**src/rtl/mod12_wrap_tracker_if.sv**
```systemverilog
// Bus between the observed mod-12 counter and its wrap tracker.
// Signal names mirror the tracker's port list; widths are parameters.
// Sampling rule: there is no valid/ready pair on this bus. Every rising
// clock edge is one sample of cnt_in together with the cnt_rst/cnt_load/
// cnt_mode/clr qualifiers that describe how that value was produced, so the
// producer must present a new, aligned tuple on every cycle.
interface mod12_wrap_tracker_if #(
  parameter int CW     = 4,
  parameter int WRAP_W = 8
);
  // Producer side (counter plus control)
  logic [CW-1:0]     cnt_in;
  logic              cnt_rst;
  logic              cnt_load;
  logic              cnt_mode;
  logic              clr;
  // Tracker results
  logic              wrap_pulse;
  logic              borrow_pulse;
  logic [WRAP_W-1:0] wrap_cnt;
  logic              err_range;
  logic              err_step;
  logic [1:0]        state;

  modport master (
    output cnt_in, cnt_rst, cnt_load, cnt_mode, clr,
    input  wrap_pulse, borrow_pulse, wrap_cnt, err_range, err_step, state
  );

  modport slave (
    input  cnt_in, cnt_rst, cnt_load, cnt_mode, clr,
    output wrap_pulse, borrow_pulse, wrap_cnt, err_range, err_step, state
  );
endinterface

```
**src/rtl/mod12_wrap_tracker.sv**
```systemverilog
// mod12_wrap_tracker: checks the count stream of a mod-MOD up/down loadable
// counter, flags out-of-range values and illegal steps, and turns legal
// wrap-arounds into carry/borrow pulses accumulated in an up/down counter.
// Optional feature macro: MOD12_WRAP_SAT_EN -- when defined the wrap
// accumulator saturates at 0 and 2^WRAP_W-1 instead of rolling over.
module mod12_wrap_tracker #(
  parameter int MOD    = 12,
  parameter int CW     = 4,
  parameter int WRAP_W = 8
) (
  input  logic                 clk,
  input  logic                 reset,
  mod12_wrap_tracker_if.slave  bus
);

  typedef enum logic [1:0] {
    SYNC  = 2'd0,
    TRACK = 2'd1,
    FAULT = 2'd2
  } state_t;

  localparam logic [CW:0]   MOD_W = (CW+1)'(MOD);
  localparam logic [CW-1:0] LAST  = CW'(MOD - 1);

  state_t            state_q, state_d;
  logic [CW-1:0]     prev_q, prev_d;
  logic [WRAP_W-1:0] wrap_cnt_q, wrap_cnt_d;
  logic              wrap_pulse_q, wrap_pulse_d;
  logic              borrow_pulse_q, borrow_pulse_d;
  logic              err_range_q, err_range_d;
  logic              err_step_q, err_step_d;

  logic              in_range;
  logic [CW-1:0]     exp_up;
  logic [CW-1:0]     exp_dn;
  logic [WRAP_W-1:0] wrap_inc;
  logic [WRAP_W-1:0] wrap_dec;

  // Legal successor values of prev and the accumulator's step results
  always_comb begin
    in_range = ({1'b0, bus.cnt_in} < MOD_W);
    exp_up   = (prev_q == LAST) ? '0 : prev_q + CW'(1);
    exp_dn   = (prev_q == '0) ? LAST : prev_q - CW'(1);
`ifdef MOD12_WRAP_SAT_EN
    wrap_inc = (wrap_cnt_q == '1) ? wrap_cnt_q : wrap_cnt_q + WRAP_W'(1);
    wrap_dec = (wrap_cnt_q == '0) ? wrap_cnt_q : wrap_cnt_q - WRAP_W'(1);
`else
    wrap_inc = wrap_cnt_q + WRAP_W'(1);
    wrap_dec = wrap_cnt_q - WRAP_W'(1);
`endif
  end

  // Next-state logic: clr, then range, then cnt_rst, cnt_load, step check
  always_comb begin
    state_d        = state_q;
    prev_d         = prev_q;
    wrap_cnt_d     = wrap_cnt_q;
    wrap_pulse_d   = 1'b0;
    borrow_pulse_d = 1'b0;
    err_range_d    = err_range_q;
    err_step_d     = err_step_q;

    if (bus.clr) begin
      err_range_d = 1'b0;
      err_step_d  = 1'b0;
      wrap_cnt_d  = '0;
      state_d     = SYNC;
    end else begin
      unique case (state_q)
        SYNC: begin
          if (!in_range) begin
            err_range_d = 1'b1;
            state_d     = FAULT;
          end else begin
            prev_d  = bus.cnt_in;
            state_d = TRACK;
          end
        end
        TRACK: begin
          if (!in_range) begin
            err_range_d = 1'b1;
            state_d     = FAULT;
          end else if (bus.cnt_rst) begin
            // A counter reset must land on zero; load is ignored alongside it
            if (bus.cnt_in == '0) begin
              prev_d = '0;
            end else begin
              err_step_d = 1'b1;
              state_d    = FAULT;
            end
          end else if (bus.cnt_load) begin
            prev_d = bus.cnt_in;
          end else if (bus.cnt_mode) begin
            if (bus.cnt_in == exp_up) begin
              prev_d = bus.cnt_in;
              if (prev_q == LAST) begin
                wrap_pulse_d = 1'b1;
                wrap_cnt_d   = wrap_inc;
              end
            end else begin
              err_step_d = 1'b1;
              state_d    = FAULT;
            end
          end else begin
            if (bus.cnt_in == exp_dn) begin
              prev_d = bus.cnt_in;
              if (prev_q == '0) begin
                borrow_pulse_d = 1'b1;
                wrap_cnt_d     = wrap_dec;
              end
            end else begin
              err_step_d = 1'b1;
              state_d    = FAULT;
            end
          end
        end
        FAULT: begin
          // Frozen until clr or reset
        end
        default: state_d = SYNC;
      endcase
    end
  end

  // State and output registers with synchronous reset
  always_ff @(posedge clk) begin
    if (reset) begin
      state_q        <= SYNC;
      prev_q         <= '0;
      wrap_cnt_q     <= '0;
      wrap_pulse_q   <= 1'b0;
      borrow_pulse_q <= 1'b0;
      err_range_q    <= 1'b0;
      err_step_q     <= 1'b0;
    end else begin
      state_q        <= state_d;
      prev_q         <= prev_d;
      wrap_cnt_q     <= wrap_cnt_d;
      wrap_pulse_q   <= wrap_pulse_d;
      borrow_pulse_q <= borrow_pulse_d;
      err_range_q    <= err_range_d;
      err_step_q     <= err_step_d;
    end
  end

  assign bus.wrap_pulse   = wrap_pulse_q;
  assign bus.borrow_pulse = borrow_pulse_q;
  assign bus.wrap_cnt     = wrap_cnt_q;
  assign bus.err_range    = err_range_q;
  assign bus.err_step     = err_step_q;
  assign bus.state        = state_q;

endmodule
```
**src/flat_wrapper.sv**
```systemverilog
// flat-port wrapper written by rule: the top's interface ports become plain ports
module mod12_wrap_tracker_flat 
#(
  parameter int MOD    = 12,
  parameter int CW     = 4,
  parameter int WRAP_W = 8
)
  (clk, reset, bus_cnt_in, bus_cnt_rst, bus_cnt_load, bus_cnt_mode, bus_clr, bus_wrap_pulse, bus_borrow_pulse, bus_wrap_cnt, bus_err_range, bus_err_step, bus_state);
  mod12_wrap_tracker_if #(.CW(CW), .WRAP_W(WRAP_W)) bus_i ();
  input  logic clk;
  input  logic reset;
  input wire logic [$bits(bus_i.cnt_in)-1:0] bus_cnt_in;
  input wire logic [$bits(bus_i.cnt_rst)-1:0] bus_cnt_rst;
  input wire logic [$bits(bus_i.cnt_load)-1:0] bus_cnt_load;
  input wire logic [$bits(bus_i.cnt_mode)-1:0] bus_cnt_mode;
  input wire logic [$bits(bus_i.clr)-1:0] bus_clr;
  output wire logic [$bits(bus_i.wrap_pulse)-1:0] bus_wrap_pulse;
  output wire logic [$bits(bus_i.borrow_pulse)-1:0] bus_borrow_pulse;
  output wire logic [$bits(bus_i.wrap_cnt)-1:0] bus_wrap_cnt;
  output wire logic [$bits(bus_i.err_range)-1:0] bus_err_range;
  output wire logic [$bits(bus_i.err_step)-1:0] bus_err_step;
  output wire logic [$bits(bus_i.state)-1:0] bus_state;
  assign bus_i.cnt_in = bus_cnt_in;
  assign bus_i.cnt_rst = bus_cnt_rst;
  assign bus_i.cnt_load = bus_cnt_load;
  assign bus_i.cnt_mode = bus_cnt_mode;
  assign bus_i.clr = bus_clr;
  assign bus_wrap_pulse = bus_i.wrap_pulse;
  assign bus_borrow_pulse = bus_i.borrow_pulse;
  assign bus_wrap_cnt = bus_i.wrap_cnt;
  assign bus_err_range = bus_i.err_range;
  assign bus_err_step = bus_i.err_step;
  assign bus_state = bus_i.state;
  mod12_wrap_tracker #(.MOD(MOD), .CW(CW), .WRAP_W(WRAP_W)) u_core (.clk(clk), .reset(reset), .bus(bus_i));
endmodule
```
**config.mk**
```make
export PLATFORM = sky130hd
export DESIGN_NAME = mod12_wrap_tracker_flat
export DESIGN_NICKNAME = d
export VERILOG_FILES = /design/src/rtl/mod12_wrap_tracker_if.sv /design/src/rtl/mod12_wrap_tracker.sv /design/src/flat_wrapper.sv
export SDC_FILE = /design/constraint.sdc
export NUM_CORES = 1
export LEC_CHECK = 0
export ABC_AREA = 1
export BUFFER_PORTS_ARGS = -buffer_cell sky130_fd_sc_hd__buf_4
export CAP_MARGIN = 20
export CORE_ASPECT_RATIO = 1.4
export CORE_UTILIZATION = 55
export DETAILED_ROUTE_END_ITERATION = 10
export GPL_ROUTABILITY_DRIVEN = 1
export PLACE_DENSITY = 0.78
export REMOVE_ABC_BUFFERS = 1
export SLEW_MARGIN = 20
export SYNTH_ARGS = -nofsm -noshare
export SYNTH_HDL_FRONTEND = slang
export SYNTH_SLANG_ARGS = --single-unit
```
**constraint.sdc**
```tcl
create_clock -name clk -period 2.5 [get_ports clk]
set_input_delay 0.25 -clock clk [delete_from_list [all_inputs] [get_ports clk]]
set_output_delay 0.25 -clock clk [all_outputs]
set_load 0.1 [all_outputs]
```
* Word-level counts from Yosys, hierarchy flattened *
Cells that the tools add are included.

storage, ports and cells
  register bits after elaboration = 18
  bits of input ports = 10
  output and inout bits = 14
  logic and storage cells = 89

operators by class
  add/sub/neg operators = 4
  order comparisons = 1
  equality and inequality tests = 20
  muxes and demuxes = 33
  bitwise logic cells = 9
  reduce and logical (&&, ||, !) cells = 15

operators by type and width
  cell                                                                 number
  4-bit 2-to-1 mux                                                     10
  8-bit 2-to-1 mux                                                     5
  2-bit 2-to-1 mux                                                     8
  8-bit OR reduction                                                   2
  5-bit by 4-bit != test with 1-bit output (second input constant)     2
  5-bit != test (second input constant)                                2
  1-bit inverter                                                       9
  8-bit by 1-bit adder with 8-bit output (second input constant)       1
  4-bit == test                                                        2
  4-bit logical NOT                                                    2
  1-bit 2-to-1 mux                                                     8
  2-bit by 1-bit != test with 1-bit output (second input constant)     4
  4-bit != test (second input constant)                                2
  4-bit case mux with 2 select lines                                   1
  8-bit AND reduction                                                  1
  8-bit by 1-bit subtractor with 8-bit output (second input constant)  1
  7-bit AND reduction                                                  1
  3-bit != test (second input constant)                                2
  2-bit case mux with 3 select lines                                   1
  6-bit AND reduction                                                  1
  2-bit nonzero test                                                   3
  5-bit AND reduction                                                  1
  4-bit by 1-bit adder with 4-bit output (second input constant)       1
  4-bit == test (second input constant)                                1
  other kinds (9)                                                      11

* Longest topological paths before layout *
  word-level depth = 9
  depth in mapped cells = 14
  depth with buffers taken out = 14

* Worst setup path before layout *
OpenSTA, ideal clock, no wires.

  path kind = register -> register
  start point = reg u_core.wrap_cnt_q[2], in the netlist u_core.bus.wrap_cnt[2]
  end point = reg u_core.wrap_cnt_q[7], in the netlist u_core.bus.wrap_cnt[7]
  setup time = 0.070 ns
  data arrival time = 2.104 ns
  data required time = 2.430 ns
  setup slack = 0.326 ns
  stages on the path, launching flop included = 11
  buffers on the path = 0
  period minus slack after synthesis = 2.174 ns
  cells stage by stage = dfxtp_1 ha_1 nand2_1 nand2_1 nand2_1 nand3_1 nand2_1 nand2_1 xor2_1 nand3_1 a21oi_1

on the way
  word-level cells in the longest chain between the ends = 4
  elaborated cells on any way between the ends = 7
  those cells by class = add/sub (2); mux (5)

RTL lines
  what                                                                                                          RTL line                                             text
  start, declared                                                                                               mod12_wrap_tracker.sv:27                             logic [WRAP_W-1:0] wrap_cnt_q, wrap_cnt_d;
  start signal, assigned                                                                                        mod12_wrap_tracker.sv:138                            wrap_cnt_q <= wrap_cnt_d;
  8-bit by 1-bit subtractor with 8-bit output / 8-bit by 1-bit adder with 8-bit output (equally long branches)  mod12_wrap_tracker.sv:49, mod12_wrap_tracker.sv:48
  8-bit 2-to-1 mux (on tied branches)                                                                           mod12_wrap_tracker.sv:107, mod12_wrap_tracker.sv:96
  8-bit 2-to-1 mux (on tied branches)                                                                           mod12_wrap_tracker.sv:105, mod12_wrap_tracker.sv:94
  8-bit 2-to-1 mux *                                                                                            mod12_wrap_tracker.sv:93                             end else if (bus.cnt_mode) begin

Mark *: on every way between the ends. The rest lies on a longest branch, timed or not. The select of a mux whose other input is x is not followed.
A chain may end at the register's enable or synchronous reset.

* Worst setup path after layout *
  start point = reg u_core.prev_q[0]
  end point = reg u_core.wrap_cnt_q[6], in the netlist u_core.bus.wrap_cnt[6]

on the way
  word-level cells in the longest chain between the ends = 5
  elaborated cells on any way between the ends = 13
  those cells by class = add/sub (2); eq/ne (5); mux (2); reduce/logical (4)

RTL lines
  what                                                                                                    RTL line                                             text
  start, declared                                                                                         mod12_wrap_tracker.sv:26                             logic [CW-1:0] prev_q, prev_d;
  start signal, assigned                                                                                  mod12_wrap_tracker.sv:137                            prev_q <= prev_d;
  4-bit by 1-bit adder with 4-bit output (tied with other cells)                                          mod12_wrap_tracker.sv:42                             exp_up = (prev_q == LAST) ? '0 : prev_q + CW'(1);
  4-bit 2-to-1 mux (on tied branches)                                                                     mod12_wrap_tracker.sv:42, mod12_wrap_tracker.sv:43
  4-bit == test (on tied branches)                                                                        mod12_wrap_tracker.sv:94, mod12_wrap_tracker.sv:105
  2-bit by 1-bit != test with 1-bit output (no source line) / 2-bit nonzero test (equally long branches)  n/a
  8-bit AND reduction (no source line) *                                                                  n/a

Mark *: on every way between the ends. The rest lies on a longest branch, timed or not.

==> load_flow_metrics.sql <==
INSERT INTO impl_metrics (metric_group, metric, value, unit) VALUES
('timing', 'finalHoldWorstSlack', '0.224', 'ns'),
('routing', 'avgRoutedWirePerCell', '11.2', 'um'),
('worst_setup_path', 'critical_path.reg2reg.endpoint', 'u_core.bus.wrap_cnt[6]', ''),
('cells_and_area', 'layout_commonest_cell', 'sky130_fd_sc_hd__nand2_1', ''),
('timing', 'setup_viol', '0', ''),
('clock_tree', 'max-clock-path-buffers', '2', ''),
('yosys', 'yosys.cell_types.count', '26', ''),
('cells_and_area', 'fin_cells', '285', ''),
('timing', 'finalMaxSlewViolations', '0', ''),
('worst_setup_path', 'critPathLaunchType', 'flop', ''),
('routing', 'remaining_drc_errors', '0', ''),
('timing', 'final-hold-violation-count', '0', ''),
('timing', 'max_freq', '0.459', 'GHz'),
('global_routing', 'grt_start_max_net_pins', '12', ''),
('cells_and_area', 'drive_gt1_share', '16.3', '%'),
('die', 'die_y', '61.9', 'um'),
('pwr', 'pd_cells', '423', 'nW/um2'),
('place', 'numPlacedInstances', '280', ''),
('timing', 'fin_crit_share', '87.1', '%'),
('worst_setup_path', 'cpMaxStageDelayCell', 'sky130_fd_sc_hd__dfxtp_2', ''),
('die', 'start_util', '58.2', '%'),
('global_routing', 'all_layer_gr_usage', '24.2', '%'),
('worst_setup_path', 'crit_path_frequent_cell', 'sky130_fd_sc_hd__nand3_1', ''),
('routing', 'drtAntennaViolNets', '0', ''),
('timing', 'worst_slew_pin_slew', '0.454', 'ns'),
('place', 'portBuffers', '23', ''),
('worst_setup_path', 'cp_data_arrival_time', '2.41', 'ns'),
('global_routing', 'number_of_global_route_vias_before_repair', '1211', ''),
('cells_and_area', 'multiInputGateArea', '915', 'um2'),
('yosys', 'postSynthRegisterBits', '18', ''),
('routing', 'vias_per_cell', '5.10', ''),
('cells_and_area', 'final_util', '68.6', '%'),
('worst_setup_path', 'rr_startpoint', 'u_core.prev_q[0]', ''),
('global_routing', 'grt_pass1_wl', '4.87', 'mm'),
('run', 'max_cap_violations', '0', ''),
('worst_setup_path', 'critical-path-max-stage-delay', '0.41', 'ns'),
('clock_tree', 'htreeDepth', '1', ''),
('worst_hold_path', 'hold_path.startpoint', 'reset', ''),
('worst_setup_path', 'timing.critical_path.to', 'u_core.bus.wrap_cnt[6]', ''),
('timing', 'slew-limit-headroom', '69.4', '%'),
('place', 'pre_cts_ws', '0.239', 'ns'),
('clock_tree', 'clkSinkCount', '18', ''),
('die', 'fp.dieArea', '2770', 'um2'),
('worst_setup_path', 'r2r_setup_slack', '0.32', 'ns'),
('clock_tree', 'worst_setup_hold_path_clk_slew', '0.11', 'ns'),
('routing', 'initialDrtViolationCount', '34', ''),
('timing', 'finalCriticalPeriod', '2.18', 'ns'),
('cells_and_area', 'antennaDiodeCount', '0', ''),
('clock_tree', 'worst_skew_pair.late_latency', '0.30', 'ns'),
('die', 'area_inside_the_core_boundary', '2420', 'um2'),
('timing', 'rsz0062_at_grt', 'no', ''),
('worst_setup_path', 'critical_path_cell_count', '10', ''),
('worst_setup_path', 'crit_required', '2.74', 'ns'),
('place', 'gp_routability_congestion', '0.810', ''),
('die', 'io_pins', '24', ''),
('die', 'die_width', '44.8', 'um'),
('cells_and_area', 'layout.area.seq', '362', 'um2'),
('global_routing', 'antenna_found_initial', '0', ''),
('worst_setup_path', 'worstRegToRegCells', '10', ''),
('outcome', 'status', 'complete, no violations', ''),
('yosys', 'synth.yosys.seq_area_share', '25.6', '%'),
('worst_setup_path', 'critical_path.cell_chain', 'inv_1 > ha_1 > xnor2_1 > nand3_1 > nor2_1 > nand3_1 > a21oi_4 > buf_4 > nand3_1 > a21oi_1', ''),
('pwr', 'power_leakage', '0.832', 'nW'),
('worst_setup_path', 'timing.critical_path.max_delay_family', 'simple AND/OR/NAND/NOR gates', ''),
('cells_and_area', 'fin_nets', '271', ''),
('worst_setup_path', 'critical_path.n_buffers_inverters', '2', ''),
('worst_setup_path', 'critical_path.max_fanout', '8', ''),
('yosys', 'syn-mean-instance-area', '6.26', 'um2'),
('place', 'detailed_placement_hpwl', '2.58', 'mm'),
('worst_setup_path', 'setup.worst_path.start', 'u_core.prev_q[0]', ''),
('clock_tree', 'ctsRootBufferMaster', 'sky130_fd_sc_hd__clkbuf_4', '');
where the power goes:
group	switching, mW	internal, mW
Combinational	0.136	0.0686
Clock	0.0974	0.0888
Sequential	0.0151	0.297
Total	0.248	0.454
layer usage:
layer,share of wire [%],track usage (%),wire length [um]
met4,1.7,11.7,53
met2,55,46.8,1740
met5,0,0,0
met1,41,24.8,1320
met3,2.5,3.76,79
registers in the layout, summed over array words and instances, names as in the netlist:
name                     cells
u_core.bus.borrow_pulse      1
u_core.bus.err_range         1
u_core.bus.err_step          1
u_core.bus.state             2
u_core.bus.wrap_cnt          8
u_core.bus.wrap_pulse        1
u_core.prev_q                4
worst min-delay path by stage:
stage                                 end  slack (ns)  cells past startpoint
CTS                      u_core.prev_q[2]        0.23                      4
global placement     u_core.bus.err_range        0.44                      2
global route             u_core.prev_q[2]        0.25                      4
detailed placement   u_core.bus.err_range        0.45                      2
finish                   u_core.prev_q[3]        0.22                      4
floorplan           u_core.bus.wrap_pulse        0.43                      3
logic make-up after synthesis:
family / after synthesis / synth area share [%]
AND/OR/NAND/NOR: 133 / 41.5
AO/OA/AOI/OAI: 22 / 9.96
XOR/XNOR: 8 / 4.98
buffers and inverters: 35 / 9.42
adder cells (fa/ha/maj): 9 / 8.53
flip-flops: 18 / 25.6
per-stage QoR:
stage	area [um2]	total power, mW
3_5_place_dp	1610	0.521
3_3_place_gp	1610	0.519
6_report	1660	0.702
5_1_grt	1660	0.741
4_1_cts	1650	0.698
2_1_floorplan	1400	0.468
worst reg2reg max path, stage by stage (launching register included):
cell	delay, ns
sky130_fd_sc_hd__dfxtp_2	0.41
sky130_fd_sc_hd__inv_1	0.09
sky130_fd_sc_hd__ha_1	0.31
sky130_fd_sc_hd__xnor2_1	0.23
sky130_fd_sc_hd__nand3_1	0.13
sky130_fd_sc_hd__nor2_1	0.17
sky130_fd_sc_hd__nand3_1	0.17
sky130_fd_sc_hd__a21oi_4	0.23
sky130_fd_sc_hd__buf_4	0.16
sky130_fd_sc_hd__nand3_1	0.07
sky130_fd_sc_hd__a21oi_1	0.14
Yosys cell counts (all sizes together):
cell,number,area share [%]
inv,33,8.8
ha,8,7.1
o21ai,2,0.71
nor3,2,1.1
nor2,28,7.6
nand4,5,2.2
xnor2,3,1.9
fa,1,1.4
clkbuf,1,0.27
nor4,1,0.44
nand2,60,16
nand3,36,14
dfxtp,18,26
xor2,5,3.1
o21bai,1,0.53
a21oi,16,7.3
or2,1,0.44
buf,1,0.36
a31oi,2,0.89
a21boi,1,0.53
area by class of cell:
class | instances | share of cell area (%)
Sequential cell | 18 | 21.8
Clock buffer | 4 | 2.19
Tap cell | 34 | 2.56
Timing Repair Buffer | 24 | 10.9
Inverter | 33 | 7.47
Multi-Input combinational cell | 172 | 55.1
timing repair:
| item | CTS | global route |
|---|---|---|
| hold buffers | 0 | 0 |
| endpoints found under the setup margin | 0 | 8 |
| buffers inserted | 0 | 1 |
| gates resized for setup | 0 | 1 |
Power figures use the tool's default switching activity.
